$ cat src/rtl/usb_tx_pkg.sv
// Shared types and constants for the full-speed USB transmit line encoder.
// Line states, FSM encoding and the line-state to D+/D- mapping.
package usb_tx_pkg;

  localparam int STUFF_LEN_DEF = 6;
  localparam int EOP_SE0_DEF   = 2;

  typedef enum logic [1:0] {
    LS_J,
    LS_K,
    LS_SE0
  } line_state_t;

  typedef enum logic [2:0] {
    IDLE,
    SEND,
    STUFF,
    EOP_SE0,
    EOP_J
  } tx_state_t;

  // Returns {dp, dm} for a line state.
  function automatic logic [1:0] line_to_dpdm(input line_state_t ls);
    logic [1:0] dpdm;
    case (ls)
      LS_J:    dpdm = 2'b10;
      LS_K:    dpdm = 2'b01;
      default: dpdm = 2'b00;
    endcase
    return dpdm;
  endfunction

endpackage

$ cat src/rtl/nrzi_encode.sv
// NRZI level holder: toggles J<->K on an advancing 0, holds on 1.
// SE0 overrides the drive without disturbing the held level; force_j re-arms J.
module nrzi_encode
  import usb_tx_pkg::*;
(
  input  logic clk,
  input  logic rst_b,
  input  logic advance,
  input  logic data_bit,
  input  logic force_se0,
  input  logic force_j,
  output logic dp,
  output logic dm
);

  line_state_t level_q;
  line_state_t level_d;
  line_state_t drive_d;

  always_comb begin
    level_d = level_q;
    if (force_j) begin
      level_d = LS_J;
    end else if (advance && !data_bit) begin
      if (level_q == LS_J) level_d = LS_K;
      else                 level_d = LS_J;
    end
    drive_d = force_se0 ? LS_SE0 : level_d;
  end

  always_ff @(posedge clk or negedge rst_b) begin
    if (!rst_b) begin
      level_q  <= LS_J;
      {dp, dm} <= line_to_dpdm(LS_J);
    end else begin
      level_q  <= level_d;
      {dp, dm} <= line_to_dpdm(drive_d);
    end
  end

endmodule

$ cat src/rtl/usb_bitstuff_nrzi_tx.sv
// USB full-speed transmit encoder: bit stuffing, NRZI, and EOP generation.
// Stalls the upstream serializer through in_ready during stuff and EOP cycles.
module usb_bitstuff_nrzi_tx
  import usb_tx_pkg::*;
#(
  parameter int STUFF_LEN      = STUFF_LEN_DEF,
  parameter int EOP_SE0_CYCLES = EOP_SE0_DEF
) (
  input  logic clk,
  input  logic rst_b,
  input  logic in_bit,
  input  logic in_valid,
  input  logic in_last,
  output logic in_ready,
  output logic out_dp,
  output logic out_dm,
  output logic out_en,
  output logic busy,
  output logic eop_done,
  output logic err_underrun
);

  localparam int CW = $clog2(STUFF_LEN + 1);
  localparam int SW = (EOP_SE0_CYCLES > 1) ? $clog2(EOP_SE0_CYCLES) : 1;
  localparam logic [CW-1:0] STUFF_MAX = CW'(STUFF_LEN);
  localparam logic [SW-1:0] SE0_LOAD  = SW'(EOP_SE0_CYCLES - 1);

  tx_state_t       state;
  tx_state_t       next_state;
  logic [CW-1:0]   ones_cnt;
  logic [CW-1:0]   ones_inc;
  logic [SW-1:0]   se0_cnt;
  logic            last_q;
  logic            out_en_q;
  logic            eop_done_q;
  logic            accept;
  logic            hit_stuff;
  logic            enc_advance;
  logic            enc_bit;
  logic            enc_force_se0;
  logic            enc_force_j;

  assign accept    = in_valid && in_ready;
  assign ones_inc  = ones_cnt + CW'(1);
  assign hit_stuff = accept && in_bit && (ones_inc == STUFF_MAX);

  always_ff @(posedge clk or negedge rst_b) begin
    if (!rst_b) state <= IDLE;
    else        state <= next_state;
  end

  always_comb begin
    next_state = state;
    case (state)
      IDLE, SEND: begin
        if (accept) begin
          if (hit_stuff)    next_state = STUFF;
          else if (in_last) next_state = EOP_SE0;
          else              next_state = SEND;
        end
      end
      STUFF:   next_state = last_q ? EOP_SE0 : SEND;
      EOP_SE0: if (se0_cnt == '0) next_state = EOP_J;
      EOP_J:   next_state = IDLE;
      default: next_state = IDLE;
    endcase
  end

  always_comb begin
    in_ready      = 1'b0;
    err_underrun  = 1'b0;
    enc_advance   = 1'b0;
    enc_bit       = in_bit;
    enc_force_se0 = 1'b0;
    enc_force_j   = 1'b0;
    case (state)
      IDLE: begin
        in_ready    = 1'b1;
        enc_advance = accept;
      end
      SEND: begin
        in_ready     = 1'b1;
        enc_advance  = accept;
        err_underrun = !in_valid;
      end
      STUFF: begin
        enc_advance = 1'b1;
        enc_bit     = 1'b0;
      end
      EOP_SE0: enc_force_se0 = 1'b1;
      EOP_J:   enc_force_j   = 1'b1;
      default: ;
    endcase
  end

  always_ff @(posedge clk or negedge rst_b) begin
    if (!rst_b) begin
      ones_cnt   <= '0;
      last_q     <= 1'b0;
      se0_cnt    <= '0;
      out_en_q   <= 1'b0;
      eop_done_q <= 1'b0;
    end else begin
      case (state)
        IDLE, SEND: begin
          if (accept)             ones_cnt <= in_bit ? ones_inc : '0;
          else if (state == IDLE) ones_cnt <= '0;
        end
        default: ones_cnt <= '0;
      endcase
      if (hit_stuff) last_q <= in_last;
      if (state != EOP_SE0 && next_state == EOP_SE0)
        se0_cnt <= SE0_LOAD;
      else if (state == EOP_SE0 && se0_cnt != '0)
        se0_cnt <= se0_cnt - SW'(1);
      // Aligned with the line, which lags the FSM by one register stage.
      out_en_q   <= (state != IDLE) || accept;
      eop_done_q <= (state == EOP_J);
    end
  end

  assign out_en   = out_en_q;
  assign busy     = out_en_q;
  assign eop_done = eop_done_q;

  nrzi_encode u_nrzi (
    .clk       (clk),
    .rst_b     (rst_b),
    .advance   (enc_advance),
    .data_bit  (enc_bit),
    .force_se0 (enc_force_se0),
    .force_j   (enc_force_j),
    .dp        (out_dp),
    .dm        (out_dm)
  );

endmodule

$ cat config.mk
export PLATFORM = sky130hd
export DESIGN_NAME = usb_bitstuff_nrzi_tx
export DESIGN_NICKNAME = d
export VERILOG_FILES = /design/src/rtl/usb_tx_pkg.sv /design/src/rtl/nrzi_encode.sv /design/src/rtl/usb_bitstuff_nrzi_tx.sv
export SDC_FILE = /design/constraint.sdc
export NUM_CORES = 1
export LEC_CHECK = 0
export CAP_MARGIN = 20
export CORE_MARGIN = 2
export CORE_UTILIZATION = 40
export DETAILED_ROUTE_END_ITERATION = 7
export SLEW_MARGIN = 20
export SYNTH_ARGS = -nofsm -noshare
export SYNTH_HDL_FRONTEND = slang
export SYNTH_SLANG_ARGS = --single-unit
$ cat constraint.sdc
create_clock -name clk -period 1.65 [get_ports clk]
set_input_delay 0.2475 -clock clk [delete_from_list [all_inputs] [get_ports clk]]
set_output_delay 0.2475 -clock clk [all_outputs]
set_load 0.05 [all_outputs]
==> qor.csv <==
stage,metric,value,unit
clock_tree,numCtsBuffers,3,
placed_design,place_congestion,0.7635,
synthesis,synth_top_family_by_area,simple AND/OR/NAND/NOR gates,
routing,wl_met3,64,um
pwr,p_leak,0.4359,nW
clock_tree,cts_tree,built,
synthesis,synth_ff_type,dfrtp_1,
timing,worstMarginPinSlew,0.2780,ns
cells_and_area,diodes,0,
synthesis,synth.distinct_cells,34,
routing,drtPass1Iterations,4,
placed_design,portBuffers,11,
grt,overflow,0,
setup_path,cp_max_fo,4,
cells_and_area,final_core_util,0.5151,
die,core_area,1902,um2
setup_path,worst-setup-path-type,flip-flop to flip-flop,
setup_path,startpoint_type,flip-flop,
timing,report.final.slew_viol_count,0,
pwr,max-vdd-ir-drop,0.0009379,V
timing,grt_setup_unrepaired,false,
grt,grt_use_total,0.1565,
synthesis,synth_mux_area_frac,0.05263,
pwr,finalPower,0.001708,W
routing,detail-route-antenna-nets,0,
routing,routed_wl,1475,um
synthesis,yosys-top-cells-count,"13 x dfrtp_1, 11 x nor2_1, 9 x nand2_1",
die,row_count,16,
run_status,status,completed,
synthesis,netlist.area_leader.share,0.4147,
setup_path,worstPathRequired,1.82,ns
routing,drc,0,
clock_tree,h-tree-depth,1,
routing,routed-wl-met2,754,um
die,die_area,2331,um2
synthesis,synthCells,83,
synthesis,synthArstFlopShare,1.000,
timing,max_slew_margin,0.8122,
timing,period_share,0.9490,
timing,hold_viol,0,
synthesis,synth_area_leader_cell,dfrtp_1,
cells_and_area,fill_cells,177,
synthesis,synth_edf_count,0,
routing,vias,610,
clock_tree,cts_root_buf,clkbuf_4,
timing,setup_violations,0,
setup_path,critPathCaptureType,flip-flop,
synthesis,synth_xor_area_frac,0.03190,
timing,min_period,1.566,ns
placed_design,dp_cells,120,
routing,first_iter_violations,13,
clock_tree,cts_buffer_depth,2,
cells_and_area,final_layout_size_suffix_gt1_frac,0.2371,
synthesis,yosysMostFrequentCell,dfrtp_1,
routing,top_layer_used,met3,
routing,routed_wire_length_per_instance,11.90,um
die,die_w,48.29,um
synthesis,yosysSeqAreaShare,0.4482,
synthesis,synth_area,784.5,um2
clock_tree,clk_latency,0.28,ns
cells_and_area,area_delta_synth_final,24.88,%
synthesis,yosys.area_share.adder,0.03190,
grt,grt_pass1_wl,2484,um
die,ioPinCount,12,
run,drv_cap,0,
synthesis,yosys-top-cells-area,"dfrtp_1 41%, nor2_1 5.3%, nand2_1 4.3%, mux2i_1 3.8%, dfstp_2 3.3%",
timing,worst_slack,0.08421,ns
synthesis,syn_nets,90,
cells_and_area,nets,105,
timing,setup_tns,0,ns
timing,fmax,638.7,MHz
routing,viasPerCell,4.919,
routing,m1WireLength,656,um
grt,grt_max_degree,16,
grt,antenna_found_initial,0,
placed_design,dp_hpwl,1089,um
synthesis,synth_compound_area_frac,0.1483,
synthesis,yosys.area_share.simple,0.2376,
worst_hold_path,holdCritPathClass,input pin to asynchronous set/reset pin,
grt,first_global_vias,581,
pwr,power_density,1744,nW/um2
clock_tree,cts_sinks,14,
placed_design,dp_slack,0.05699,ns
timing,clock_skew,0.006232,ns
cells_and_area,stdcell_count,124,
synthesis,synth_area_per_cell,9.452,um2
die,start_util,0.4125,
cells_and_area,multi_input_area,396.6,um2
clock_tree,clk_pin_slew,0.08,ns
synthesis,synth-seq-cells,14,
synthesis,ys_warn_count,0,
cells_and_area,register_area,352.8,um2
die,die_h,48.29,um
setup_path,worst_ep_arrival_time,1.74,ns
[power breakdown]
group	leakage (nW)	total, W	internal (W)	switching [W]
logic	0.246	0.000941	0.000421	0.000520
clock network	0.0150	0.000201	0.0000939	0.000107
registers	0.175	0.000567	0.000454	0.000113
[metal layers]
metal | up-vias | GRT usage
met5 | - | 0
met2 | 14 | 0.2605
met3 | 0 | 0.05556
met1 | 286 | 0.1954
li1 | 310 | -
met4 | 0 | 0.03243
[critical path, stage by stage (launching register included)]
cell	delay, ns
dfrtp_1	0.42
ha_1	0.24
xor2_2	0.19
a41oi_1	0.19
o311a_1	0.33
o21a_1	0.10
[state kept, by name (all words and copies together), names as in the netlist]
name / flops
u_nrzi.dp: 1
busy: 1
ones_cnt: 3
u_nrzi.level_q: 2
eop_done: 1
last_q: 1
u_nrzi.dm: 1
se0_cnt: 1
state: 3
[area by class of cell]
class                           count  area share
Clock buffer                        4     0.02682
Inverter                            2     0.01022
Multi-Input combinational cell     62      0.4049
Sequential cell                    14      0.3602
Tap cell                           27     0.03448
Timing Repair Buffer               15      0.1635
[worst paths after layout]
check | cells past startpoint | startpoint | slack [ns] | end
worst max register to register | 5 | ones_cnt[0]$_DFFE_PN0P_ | 0.08 | se0_cnt$_DFFE_PN0P_
min in group clk | 1 | u_nrzi.level_q[1]$_DFF_PN0_ | 0.49 | u_nrzi.dm$_DFF_PN0_
worst min register to register | 1 | u_nrzi.level_q[1]$_DFF_PN0_ | 0.49 | u_nrzi.dm$_DFF_PN0_
max in group asynchronous | 2 | rst_b | 1.14 | u_nrzi.dp$_DFF_PN1_
worst min-delay path | 2 | rst_b | 0.27 | u_nrzi.level_q[0]$_DFF_PN0_
worst max-delay path | 5 | ones_cnt[0]$_DFFE_PN0P_ | 0.08 | se0_cnt$_DFFE_PN0P_
[per-stage QoR]
stage	instance area, um2	hold WS, ns
6_report	979.7	0.2702
5_1_grt	979.7	0.2846
4_1_cts	973.4	0.2732
3_5_place_dp	947.2	0.4836
3_3_place_gp	947.2	0.4780
2_1_floorplan	784.5	-0.04809
[kinds of logic after synthesis]
kind of cell,after synthesis
fa+ha+maj,2
compound gates,17
buf+inv,7
xor+xnor,2
simple gates,37
mux,4
flops,14
[timing repair]
| item | 4_1_cts | 5_1_grt |
|---|---|---|
| buffers inserted | 0 | 0 |
| setup endpoints to repair | 0 | 3 |
| hold buffers | 0 | 0 |
| gates resized for setup | 0 | 3 |
[cell usage in the layout, fill, tap and decap left out, types with 3 or more instances in the layout]
cell	instances
nand2_1	9
a21oi_1	4
dfrtp_1	12
clkdlybuf4s50_1	4
nor3_1	4
o21ai_0	3
buf_4	8
buf_12	3
clkbuf_4	3
nor2_1	11
mux2i_1	3
nor2b_1	4
(Power assumes the default switching activity.)
